[config.mk]
export PLATFORM = sky130hd
export DESIGN_NAME = fifo_uart_tx_flat
export DESIGN_NICKNAME = d
export VERILOG_FILES = /design/src/rtl/fifo_uart_pkg.sv /design/src/rtl/fifo_uart_tx_if.sv /design/src/rtl/uart_baud_gen.sv /design/src/rtl/fifo_uart_tx.sv /design/src/flat_wrapper.sv
export SDC_FILE = /design/constraint.sdc
export NUM_CORES = 1
export LEC_CHECK = 0
export ABC_AREA = 1
export ABC_CLOCK_PERIOD_IN_PS = 3800
export BUFFER_PORTS_ARGS = -buffer_cell sky130_fd_sc_hd__buf_4
export CAP_MARGIN = 20
export CORE_ASPECT_RATIO = 0.8
export CORE_MARGIN = 2
export CORE_UTILIZATION = 50
export DETAILED_ROUTE_END_ITERATION = 7
export PLACE_DENSITY = 0.72
export SLEW_MARGIN = 20
export SYNTH_ARGS = -nofsm -noshare
export SYNTH_HDL_FRONTEND = slang
export SYNTH_HIERARCHICAL = 1
export SYNTH_SLANG_ARGS = --single-unit
[constraint.sdc]
create_clock -name clk -period 3.8 [get_ports clk]
set_clock_uncertainty 0.05 [all_clocks]
set_input_delay 0.38 -clock clk [delete_from_list [all_inputs] [get_ports clk]]
set_output_delay 0.38 -clock clk [all_outputs]
set_load 0.02 [all_outputs]
[src/rtl/fifo_uart_pkg.sv]
// rtl/fifo_uart_pkg.sv - shared states and line-level constants for the FIFO-draining UART transmitter
package fifo_uart_pkg;

   typedef enum logic [2:0] {
      IDLE,
      POP,
      LOAD,
      START,
      DATA,
      PARITY,
      STOP
   } tx_state_t;

   localparam logic UART_IDLE_LEVEL      = 1'b1;
   localparam logic START_BIT_LEVEL      = 1'b0;
   localparam logic STOP_BIT_LEVEL       = 1'b1;
   localparam int   DEFAULT_CLKS_PER_BIT = 868;
   localparam int   DEFAULT_WIDTH        = 8;

endpackage

[src/rtl/fifo_uart_tx_if.sv]
// rtl/fifo_uart_tx_if.sv - read-side handshake between the TX FIFO and its UART drain
interface fifo_uart_tx_if #(
   parameter int c_WIDTH = fifo_uart_pkg::DEFAULT_WIDTH
) ();

   logic               fifo_empty;
   logic [c_WIDTH-1:0] fifo_data;
   logic               fifo_rden;

   // master is the reader that pops; slave is the FIFO itself
   modport master (
      input  fifo_empty,
      input  fifo_data,
      output fifo_rden
   );

   modport slave (
      output fifo_empty,
      output fifo_data,
      input  fifo_rden
   );

endinterface

[src/rtl/uart_baud_gen.sv]
// rtl/uart_baud_gen.sv - bit-time counter with clear and a one-cycle bit_end strobe
module uart_baud_gen #(
   parameter int c_CLKS_PER_BIT = fifo_uart_pkg::DEFAULT_CLKS_PER_BIT
) (
   input  logic clk,
   input  logic reset,
   input  logic clear,
   output logic bit_end
);

   localparam int            CW   = (c_CLKS_PER_BIT > 1) ? $clog2(c_CLKS_PER_BIT) : 1;
   localparam logic [CW-1:0] LAST = CW'(c_CLKS_PER_BIT - 1);

   logic [CW-1:0] count;

   always_ff @(posedge clk) begin
      if (reset || clear) begin
         count <= '0;
      end else if (count == LAST) begin
         count <= '0;
      end else begin
         count <= count + 1'b1;
      end
   end

   // clear forces count to 0, and LAST is at least 1, so no strobe while cleared
   assign bit_end = (count == LAST);

endmodule

[src/rtl/fifo_uart_tx.sv]
// rtl/fifo_uart_tx.sv - pops the TX FIFO one word at a time and sends it as a UART frame; UART_TX_PARITY_EN adds an even parity bit
module fifo_uart_tx
   import fifo_uart_pkg::*;
#(
   parameter int c_WIDTH        = DEFAULT_WIDTH,
   parameter int c_CLKS_PER_BIT = DEFAULT_CLKS_PER_BIT
) (
   input  logic                  clk,
   input  logic                  reset,
   input  logic                  enable,
   fifo_uart_tx_if.master        fifo,
   output logic                  tx,
   output logic                  busy,
   output logic                  tx_done
);

   localparam int            IW       = (c_WIDTH > 1) ? $clog2(c_WIDTH) : 1;
   localparam logic [IW-1:0] LAST_BIT = IW'(c_WIDTH - 1);

   tx_state_t          state_q, state_d;
   logic [c_WIDTH-1:0] shift_q, shift_d;
   logic [IW-1:0]      idx_q, idx_d;
   logic               tx_d, rden_q, rden_d, done_d;
   logic               baud_clear, bit_end;
`ifdef UART_TX_PARITY_EN
   logic               parity_q, parity_d;
`endif

   // The bit timer only runs while a frame is on the wire
   assign baud_clear = (state_q == IDLE) || (state_q == POP) || (state_q == LOAD);

   uart_baud_gen #(
      .c_CLKS_PER_BIT(c_CLKS_PER_BIT)
   ) u_baud (
      .clk    (clk),
      .reset  (reset),
      .clear  (baud_clear),
      .bit_end(bit_end)
   );

   always_comb begin
      state_d = state_q;
      shift_d = shift_q;
      idx_d   = idx_q;
      tx_d    = tx;
      rden_d  = 1'b0;
      done_d  = 1'b0;
`ifdef UART_TX_PARITY_EN
      parity_d = parity_q;
`endif
      case (state_q)
         IDLE: begin
            if (enable && !fifo.fifo_empty) begin
               rden_d  = 1'b1;
               state_d = POP;
            end
         end
         POP: state_d = LOAD;
         LOAD: begin
            shift_d = fifo.fifo_data;
            tx_d    = START_BIT_LEVEL;
            idx_d   = '0;
            state_d = START;
`ifdef UART_TX_PARITY_EN
            parity_d = ^fifo.fifo_data;
`endif
         end
         START: begin
            if (bit_end) begin
               tx_d    = shift_q[0];
               state_d = DATA;
            end
         end
         DATA: begin
            if (bit_end) begin
               if (idx_q == LAST_BIT) begin
`ifdef UART_TX_PARITY_EN
                  tx_d    = parity_q;
                  state_d = PARITY;
`else
                  tx_d    = STOP_BIT_LEVEL;
                  state_d = STOP;
`endif
               end else begin
                  shift_d = shift_q >> 1;
                  tx_d    = shift_d[0];
                  idx_d   = idx_q + 1'b1;
               end
            end
         end
`ifdef UART_TX_PARITY_EN
         PARITY: begin
            if (bit_end) begin
               tx_d    = STOP_BIT_LEVEL;
               state_d = STOP;
            end
         end
`endif
         STOP: begin
            if (bit_end) begin
               done_d  = 1'b1;
               state_d = IDLE;
            end
         end
         default: begin
            tx_d    = UART_IDLE_LEVEL;
            state_d = IDLE;
         end
      endcase
   end

   // Reset mid-frame simply abandons the popped word; the FIFO is not rewound
   always_ff @(posedge clk) begin
      if (reset) begin
         state_q <= IDLE;
         shift_q <= '0;
         idx_q   <= '0;
         tx      <= UART_IDLE_LEVEL;
         rden_q  <= 1'b0;
         tx_done <= 1'b0;
`ifdef UART_TX_PARITY_EN
         parity_q <= 1'b0;
`endif
      end else begin
         state_q <= state_d;
         shift_q <= shift_d;
         idx_q   <= idx_d;
         tx      <= tx_d;
         rden_q  <= rden_d;
         tx_done <= done_d;
`ifdef UART_TX_PARITY_EN
         parity_q <= parity_d;
`endif
      end
   end

   assign fifo.fifo_rden = rden_q;
   assign busy           = (state_q != IDLE);

endmodule

[src/flat_wrapper.sv]
// flat-port wrapper written by rule: the top's interface ports become plain ports
module fifo_uart_tx_flat import fifo_uart_pkg::*;
#(
   parameter int c_WIDTH        = DEFAULT_WIDTH,
   parameter int c_CLKS_PER_BIT = DEFAULT_CLKS_PER_BIT
)
  (clk, reset, enable, tx, busy, tx_done, fifo_fifo_empty, fifo_fifo_data, fifo_fifo_rden);
  fifo_uart_tx_if #(.c_WIDTH(c_WIDTH)) fifo_i ();
  input  logic clk;
  input  logic reset;
  input  logic enable;
  output logic tx;
  output logic busy;
  output logic tx_done;
  input wire logic [$bits(fifo_i.fifo_empty)-1:0] fifo_fifo_empty;
  input wire logic [$bits(fifo_i.fifo_data)-1:0] fifo_fifo_data;
  output wire logic [$bits(fifo_i.fifo_rden)-1:0] fifo_fifo_rden;
  assign fifo_i.fifo_empty = fifo_fifo_empty;
  assign fifo_i.fifo_data = fifo_fifo_data;
  assign fifo_fifo_rden = fifo_i.fifo_rden;
  fifo_uart_tx #(.c_WIDTH(c_WIDTH), .c_CLKS_PER_BIT(c_CLKS_PER_BIT)) u_core (.clk(clk), .reset(reset), .enable(enable), .fifo(fifo_i), .tx(tx), .busy(busy), .tx_done(tx_done));
endmodule
==> impl_results.md, run 1 <==
* Worst Setup End Kind: output port
* First DRT Iteration DRCs at 59
* Slew @ Worst Pin at 418 ps
* Critical Path Fanout Max at 10
* Layout cells sized above 1 at 21.9%
* Mapped Cells at 206
* Vias in the first global route at 1046
* Synth Area in Compound Gates at 6.21%
* CTS Sinks at 27
* CP Launch Type: flip-flop
* # rows at 17
* Synth warn at 6
* Port bufs at 15
* Syn_nets at 221
* # setup viols final at 0
* Max-cap violation count at 0
* Final Hold Fails at 0
* GRT Overall Usage at 17.4%
* DRC viols at 0
* Number of setup buffers added after CTS at 0
* Full die area at 0.00344 sq mm
* Remaining antenna violation count at 0
* Initial core utilization at 53.1%
* Core Footprint at 0.00281 sq mm
* Avg Vias per Cell at 4.93
* Distinct cells, synth at 27
* Slew HR at 72.1%
* Gpl congestion at 0.911
* Peak supply drop at 0.317 mV
* Min-Delay Endpoint: u_core/shift_q[7]
* Hold path cells at 2
* Syn_area_per_cell at 7.23 sq um
* Crit Path Category: flip-flop to output port
* Most frequent cells after synthesis: nand2_1, nor2_1, dfxtp_1
* Max-slew violations at 0
* FMAX at 586 MHz
* Post-Syn Area at 0.00149 sq mm
* Reg2reg setup slack at 2120 ps
* EDFF count, synth at 0
* H-tree depth at 1
* Die X at 65.0 um
* Clk_lat worst skew at 270 ps
* Clk root buf: clkbuf_8
* Initial antenna violation count at 0
* Hold_sp: reset
* Layout overhead on the synthesized area at 9.40%
* Post-Synth Adder-Cell Area at 2.52%
* Setup crit start: u_core/state_q[1]
* CTS tree: done
* Worst-path clk slew at 90 ps
* Outcome: complete, no violations
* Num ports at 16
* Register area share after synthesis at 36.3%
* HPWL Detailed at 1880 um
* Clock Tree Buf Depth at 2
* Grt total ovfl at 0
* Crit path DAT at 1280 ps
* Asr flop ratio synth at 0%
* Die Y at 52.8 um
* Detailed Routing Iterations Pass 1 at 5
* Largest family of logic cells by synthesized area: simple AND/OR/NAND/NOR gates
* Period utilization at 44.9%
* # hold bufs at CTS at 0
* Synth Flop Type: dfxtp_1
* Mux contribution to synthesized area at 0%
* Post-Synth Simple-Gate Area at 43.2%
* Worst Path Required at 3370 ps
* PostCTS Resize Cnt at 0
* Final net count at 235
* Final Critical Period at 1710 ps
* Leakage at 0.710 nW
* Synth top area cells: dfxtp_1, nand2_1, nor2_1, nor2_2, nand3_1
* Fill count at 286
* Type of the most critical hold path: input port to flip-flop
* PwrDens at 639 mW/mm^2
* R2r endpoint: u_core/idx_q[2]
* Setup_tns at 0 ps
* CTS buffer count at 3
* Largest net degree at the start of global routing at 15
* Setup repair after global routing missed its margin: no
* Synth top area share at 36.3%
* Antenna Cells at 0
* Critical R2R Launch: u_core/u_baud/count[0]
* Drt total wl at 2700 um
* Post-synth top area cell: dfxtp_1
* First-pass GRT wire length at 4570 um
* Most frequent cell after synthesis: nand2_1
* #FFs+latches synth at 27
* Reg2Reg Depth at 12
* Vias at 1267
* Pwr Total at 1.04 mW
* Post-synthesis xor/xnor area fraction at 2.35%
* Routed WL per cell at 10.5 um
-- worst max-delay path by stage --
stage / cells after the start / slack (ps) / endpoint
2_1_floorplan: 12 / 2260 / u_core/idx_q[0]
3_3_place_gp: 12 / 2180 / u_core/idx_q[2]
3_5_place_dp: 12 / 2140 / u_core/idx_q[2]
4_1_cts: 3 / 2110 / busy
5_1_grt: 12 / 1930 / u_core/idx_q[2]
6_report: 3 / 2090 / busy
-- cell type report --
type | instances | area (sq um) | share of cell area, %
Sequential cell | 27 | 541 | 33.2
Multi-Input combinational cell | 154 | 808 | 49.6
Inverter | 19 | 76.3 | 4.68
Tap cell | 38 | 47.5 | 2.92
Clock buffer | 4 | 45.0 | 2.76
Timing Repair Buffer | 15 | 113 | 6.91
-- kinds of logic after synthesis --
family | count (synthesis)
AOI/OAI and AO/OA | 17
adders and majority gates | 3
buffers and inverters | 25
xor gates and xnor gates | 4
and+or+nand+nor | 130
DFF | 27
-- through the flow --
step	cell area (sq um)	hold WS (ps)	std cells	setup slack, ps	utilization [%]
2_1_floorplan	1490	367	206	2260	-
3_3_place_gp	1590	383	253	2180	56.5
3_5_place_dp	1590	392	253	2140	56.5
4_1_cts	1630	243	257	2110	58.1
5_1_grt	1630	234	257	1930	58.1
6_report	1630	247	257	2090	58.1
-- cell usage in the layout (no fill, tap or decap), drive strengths merged --
cell type	instances
nand2	62
nand3	18
nand3b	1
nor3	2
buf	15
dfxtp	27
inv	19
or2	1
xor2	2
xnor2	2
clkbuf	4
nand4	3
a21oi	8
o21ai	9
ha	3
nor2	43
-- critical path: stages, from the launching register on --
cell and delay [ps]:
dfxtp_1 590, nor2_1 140, nand2_1 120, buf_4 150
-- registers in the layout, indices dropped and copies added, names as in the netlist --
register               flops
u_core/idx_q               3
u_core/state_q             3
u_core/u_baud/count       10
u_core/fifo.fifo_rden      1
u_core/tx_done             1
u_core/tx                  1
u_core/shift_q             8
-- routing by layer --
metal	up-vias	global-route usage, %	routed length (um)
met4	0	3.13	25
li1	671	-	-
met2	29	26.8	1170
met5	-	0	0
met3	5	5.16	105
met1	562	24.4	1390
-- report_power, final --
group | internal (mW) | switching, mW
combinational | 0.171 | 0.273
clock | 0.0750 | 0.0853
sequential | 0.362 | 0.0761
Power figures use the tool's default switching activity.
==> run 2, diff against run 1 <==
- ABC_CLOCK_PERIOD_IN_PS: 3800 -> 1500
- PLACE_DENSITY: 0.72 -> 0.74
- clock period: 3.8 -> 1.5 ns (I/O delays scaled with it)
==> run 2 against run 1 <==
Effect of this change: hold slack got worse by 220 ps; combinational power rose to 3.3 times the previous value; non-clock buffer count rose by 13; worst setup slack got worse by 2100 ps; flip-flop and latch count did not move; largest power group unchanged.
==> impl_results.md, run 2 (synthesis gave the netlist of run 1 again) <==
* Outcome: complete, no violations
* Max-cap violation count at 0
* CP Launch Type: flip-flop
* Core Footprint at 0.00281 sq mm
* Initial core utilization at 53.1%
* Pre-CTS WS at -13.7 ps
* Biggest register: u_core/u_baud/count
* Num ports at 16
* Most frequent cells in the layout: nand2_1, buf_4, nor2_1
* Leakage at 0.783 nW
* Period utilization at 97.3%
* Seq. cell area at 547 sq um
* Slew @ Worst Pin at 491 ps
* HPWL Detailed at 2060 um
* Die X at 65.0 um
* Initial antenna violation count at 0
* Largest net degree at the start of global routing at 15
* FMAX at 685 MHz
* Final worst slack at 39.9 ps
* Detailed Routing Iterations Pass 1 at 4
* Clock Tree Buf Depth at 2
* Slew HR at 67.3%
* Multi-input logic area at 877 sq um
* Routed WL per cell at 11.4 um
* Vias at 1368
* CTS tree: done
* Port bufs at 15
* Clk root buf: clkbuf_8
* Final net count at 250
* Critical Path Fanout Max at 6
* Worst-path clk slew at 100 ps
* Vias in the first global route at 1139
* Worst Setup End Kind: flip-flop
* # hold bufs at CTS at 0
* Crit path DAT at 1580 ps
* Full die area at 0.00344 sq mm
* GRT Overall Usage at 18.0%
* CTS buffer count at 3
* Clk_lat worst skew at 270 ps
* # rows at 17
* Layout cells sized above 1 at 34.6%
* Gpl congestion at 0.901
* PwrDens at 1630 mW/mm^2
* Fill count at 270
* DRC viols at 0
* Die Y at 52.8 um
* Grt total ovfl at 0
* Hold slack at 23.3 ps
* Type of the most critical hold path: input port to flip-flop
* Final Critical Period at 1460 ps
* Avg Vias per Cell at 5.03
* First-pass GRT wire length at 4820 um
* Crit Path Category: flip-flop to flip-flop
* Final Hold Fails at 0
* # setup viols final at 0
* Remaining antenna violation count at 0
* Drt total wl at 3100 um
* Pwr Total at 2.97 mW
* Biggest regs: u_core/u_baud/count x10, u_core/shift_q x8
* First DRT Iteration DRCs at 100
* Core Util, Final at 64.9%
* Antenna Cells at 0
* Worst Path Required at 1620 ps
* Peak supply drop at 0.760 mV
* Max-slew violations at 0
* Most common cell after layout, fill and taps aside: nand2_1
* Max FFs per register at 10
* Layout overhead on the synthesized area at 22.3%
* CTS Sinks at 27
* H-tree depth at 1
==> run 2: cell count changes in the layout (fill, tap and decap cells not counted), sizes merged <==
cell and delta:
buf +13, clkinv +1, nand2 +1
==> run 2: through the flow <==
step / std cells / instance area, sq um / TNS, ps
after floorplan: 206 / 1490 / 0
after global placement: 262 / 1650 / 0
after detailed placement: 262 / 1650 / -22.5
after CTS: 266 / 1700 / 0
after global routing: 272 / 1820 / -114
final: 272 / 1820 / 0
==> run 2: timing repair <==
item | in CTS | in global routing
gates resized for setup | 1 | 28
pin swaps | 0 | 8
setup buffers | 0 | 4
setup endpoints to repair | 2 | 13
gates cloned | 0 | 2
==> run 2: path summary, 6_finish.rpt <==
check	from	end	cells after the start	slack [ps]
max	u_core/u_baud/count[1]	u_core/idx_q[1]	12	40
min	reset	u_core/tx_done	2	20
min reg2reg	u_core/shift_q[7]	u_core/shift_q[7]	2	420
max reg2reg	u_core/u_baud/count[1]	u_core/idx_q[1]	12	40
==> run 2: power by group <==
part	total (mW)	internal, mW	leakage [nW]	switching, mW
sequential	1.09	0.926	0.223	0.162
clock	0.413	0.190	0.0228	0.223
combinational	1.47	0.601	0.538	0.866
==> run 2: final cells by class <==
| type | instances | area share (%) |
|---|---|---|
| inverter | 19 | 4.74 |
| timing repair buffer | 28 | 11.5 |
| sequential | 27 | 30.0 |
| clock buffer | 4 | 2.47 |
| timing repair inverter | 1 | 0.481 |
| tap | 38 | 2.61 |
| multi-input combinational | 155 | 48.1 |
==> run 2: worst max-delay path, cell delays in order (launching register included) <==
cell,delay (ps)
dfxtp_2,360
ha_4,140
nand2_2,50
nor2_1,120
nand3_2,90
inv_2,70
inv_4,50
nand2_4,100
nand2_8,100
clkinv_8,80
nand2_1,50
nand2_1,60
nor2_1,60
==> run 2: routing by layer <==
metal / vias to the layer above / share of wire, % / GRT usage [%]
met1: 640 / 47 / 23.8
met5: - / 0 / 0
li1: 706 / - / -
met2: 22 / 49 / 30.4
met3: 0 / 4.1 / 4.52
met4: 0 / 0 / 3.13
==> run 3, diff against run 2 <==
- CTS_BUF_LIST: default -> sky130_fd_sc_hd__clkbuf_8
==> run 3 against run 2 <==
Effect of this change: critical path depth stayed put; count of clock-buffer cells in the layout is 1 lower; register-to-register slack barely moved; routed wire length unchanged; non-clock buffer count is the same; hold slack is essentially flat; final cell count unchanged; core utilization did not move; largest cell class unchanged.
==> impl_results.md, run 3 (synthesis gave the netlist of run 1 again) <==
* Outcome: complete, no violations
* H-tree depth at 1
* Worst Setup End Kind: flip-flop
* Routed WL per cell at 11.4 um
* Worst Path Required at 1620 ps
* Crit Path Category: flip-flop to flip-flop
* Avg Vias per Cell at 5.03
* Slew HR at 67.3%
* FMAX at 685 MHz
* Gpl congestion at 0.901
* Bufs and invs on worst path at 3
* Vias at 1368
* Clk root buf: clkbuf_8
* Reg2reg setup slack at 40 ps
* P_sw at 1.25 mW
* Remaining antenna violation count at 0
* Delay-heaviest family, CP: simple AND/OR/NAND/NOR gates
* Initial antenna violation count at 0
* Pre-CTS WS at -13.7 ps
* PwrDens at 1630 mW/mm^2
* Comb pwr share at 49.5%
* CP max stage delay at 360 ps
* Dpl cells at 262
* Period utilization at 97.3%
* Max-cap violation count at 0
* First DRT Iteration DRCs at 100
* Final worst slack at 40.0 ps
* # rows at 17
* Max-slew violations at 0
* Cell internal pwr at 1.71 mW
* Critical R2R Launch: u_core/u_baud/count[1]
* Type of the most critical hold path: input port to flip-flop
* Critical-path top delay cell: dfxtp_2
* Clock Tree Buf Depth at 2
* Final Hold Fails at 0
* Vias in the first global route at 1139
* Detailed Routing Iterations Pass 1 at 4
* Sequential share of power at 36.7%
* Clk_lat worst skew at 270 ps
* Num ports at 16
* Largest net degree at the start of global routing at 15
* Leakage at 0.787 nW
* Clock network power share at 13.7%
* Final Critical Period at 1460 ps
* CTS Sinks at 27
* DRC viols at 0
* CTS tree: done
* Full die area at 0.00344 sq mm
* CP Cell Sequence: ha_4, nand2_2, nor2_1, nand3_2, inv_2, inv_4, nand2_4, nand2_8, clkinv_8, nand2_1, nand2_1, nor2_1
* Biggest register: u_core/u_baud/count
* Most frequent cells in the layout: nand2_1, buf_4, nor2_1
* First-pass GRT wire length at 4820 um
* Finished Cell Area at 0.00182 sq mm
* DP Area at 0.00165 sq mm
* Biggest regs: u_core/u_baud/count x10, u_core/shift_q x8
* Max FFs per register at 10
* Slew @ Worst Pin at 491 ps
* Most common cell after layout, fill and taps aside: nand2_1
* Drt total wl at 3100 um
* Hold_sp: reset
* Final net count at 250
* Layout overhead on the synthesized area at 22.3%
* Initial core utilization at 53.1%
* Sw frac at 42.2%
* Antenna Cells at 0
* Setup crit start: u_core/u_baud/count[1]
* CTS buffer count at 3
* CP Launch Type: flip-flop
* Critical Path Fanout Max at 6
* GRT Overall Usage at 18.0%
* Crit path DAT at 1580 ps
* Layout cells sized above 1 at 34.6%
* Core Footprint at 0.00281 sq mm
* # setup viols final at 0
* Die Y at 52.8 um
* Final std cells w/o fill at 272
* Peak supply drop at 0.759 mV
* Hold slack at 23.2 ps
* Grt total ovfl at 0
* HPWL Detailed at 2060 um
* Die X at 65.0 um
* Port bufs at 15
* Worst-path clk slew at 100 ps
-- run 3: final cells by class --
type / count / area (sq um)
fill: 270 / 986
multi-input combinational: 155 / 877
sequential: 27 / 547
timing repair buffer: 28 / 210
inverter: 19 / 86.3
tap: 38 / 47.5
clock buffer: 3 / 41.3
timing repair inverter: 1 / 8.76
clock inverter: 1 / 3.75
-- run 3: power groups by stage --
| stage | Sequential (mW) | Clock [mW] | Combinational, mW |
|---|---|---|---|
| finish | 1.09 | 0.407 | 1.47 |
| global route | 1.11 | 0.450 | 1.64 |
| CTS | 1.07 | 0.416 | 1.28 |
| detailed placement | 1.08 | 0 | 1.26 |
| global placement | 1.08 | 0 | 1.25 |
| floorplan | 1.07 | 0 | 1.04 |
-- run 3: path summary, 6_finish.rpt --
kind,cells after the start,to
max,12,u_core/idx_q[1]
min,2,u_core/tx_done
max reg2reg,12,u_core/idx_q[1]
min reg2reg,2,u_core/shift_q[7]
-- run 3: layer usage --
metal	track usage [%]	routed length [um]	part of all wire (%)	vias up
met4	3.13	0	0	0
met1	23.8	1450	47	640
met5	0	0	0	-
met3	4.52	127	4.1	0
met2	30.4	1520	49	22
li1	-	-	-	706
-- run 3: metrics by stage --
step | power (mW) | setup TNS (ps) | util (%)
floorplan | 2.11 | 0 | -
global placement | 2.33 | 0 | 58.9
detailed placement | 2.34 | -22.5 | 58.9
CTS | 2.76 | 0 | 60.6
global route | 3.20 | -114 | 64.9
finish | 2.96 | 0 | 64.9
-- run 3: repair_timing --
item	in CTS	in global routing
hold buffers	0	0
setup buffers	0	4
gates resized for setup	1	28
cloned	0	2
pin swaps	0	8
setup endpoints to repair	2	13
endpoints found under the hold margin	0	0
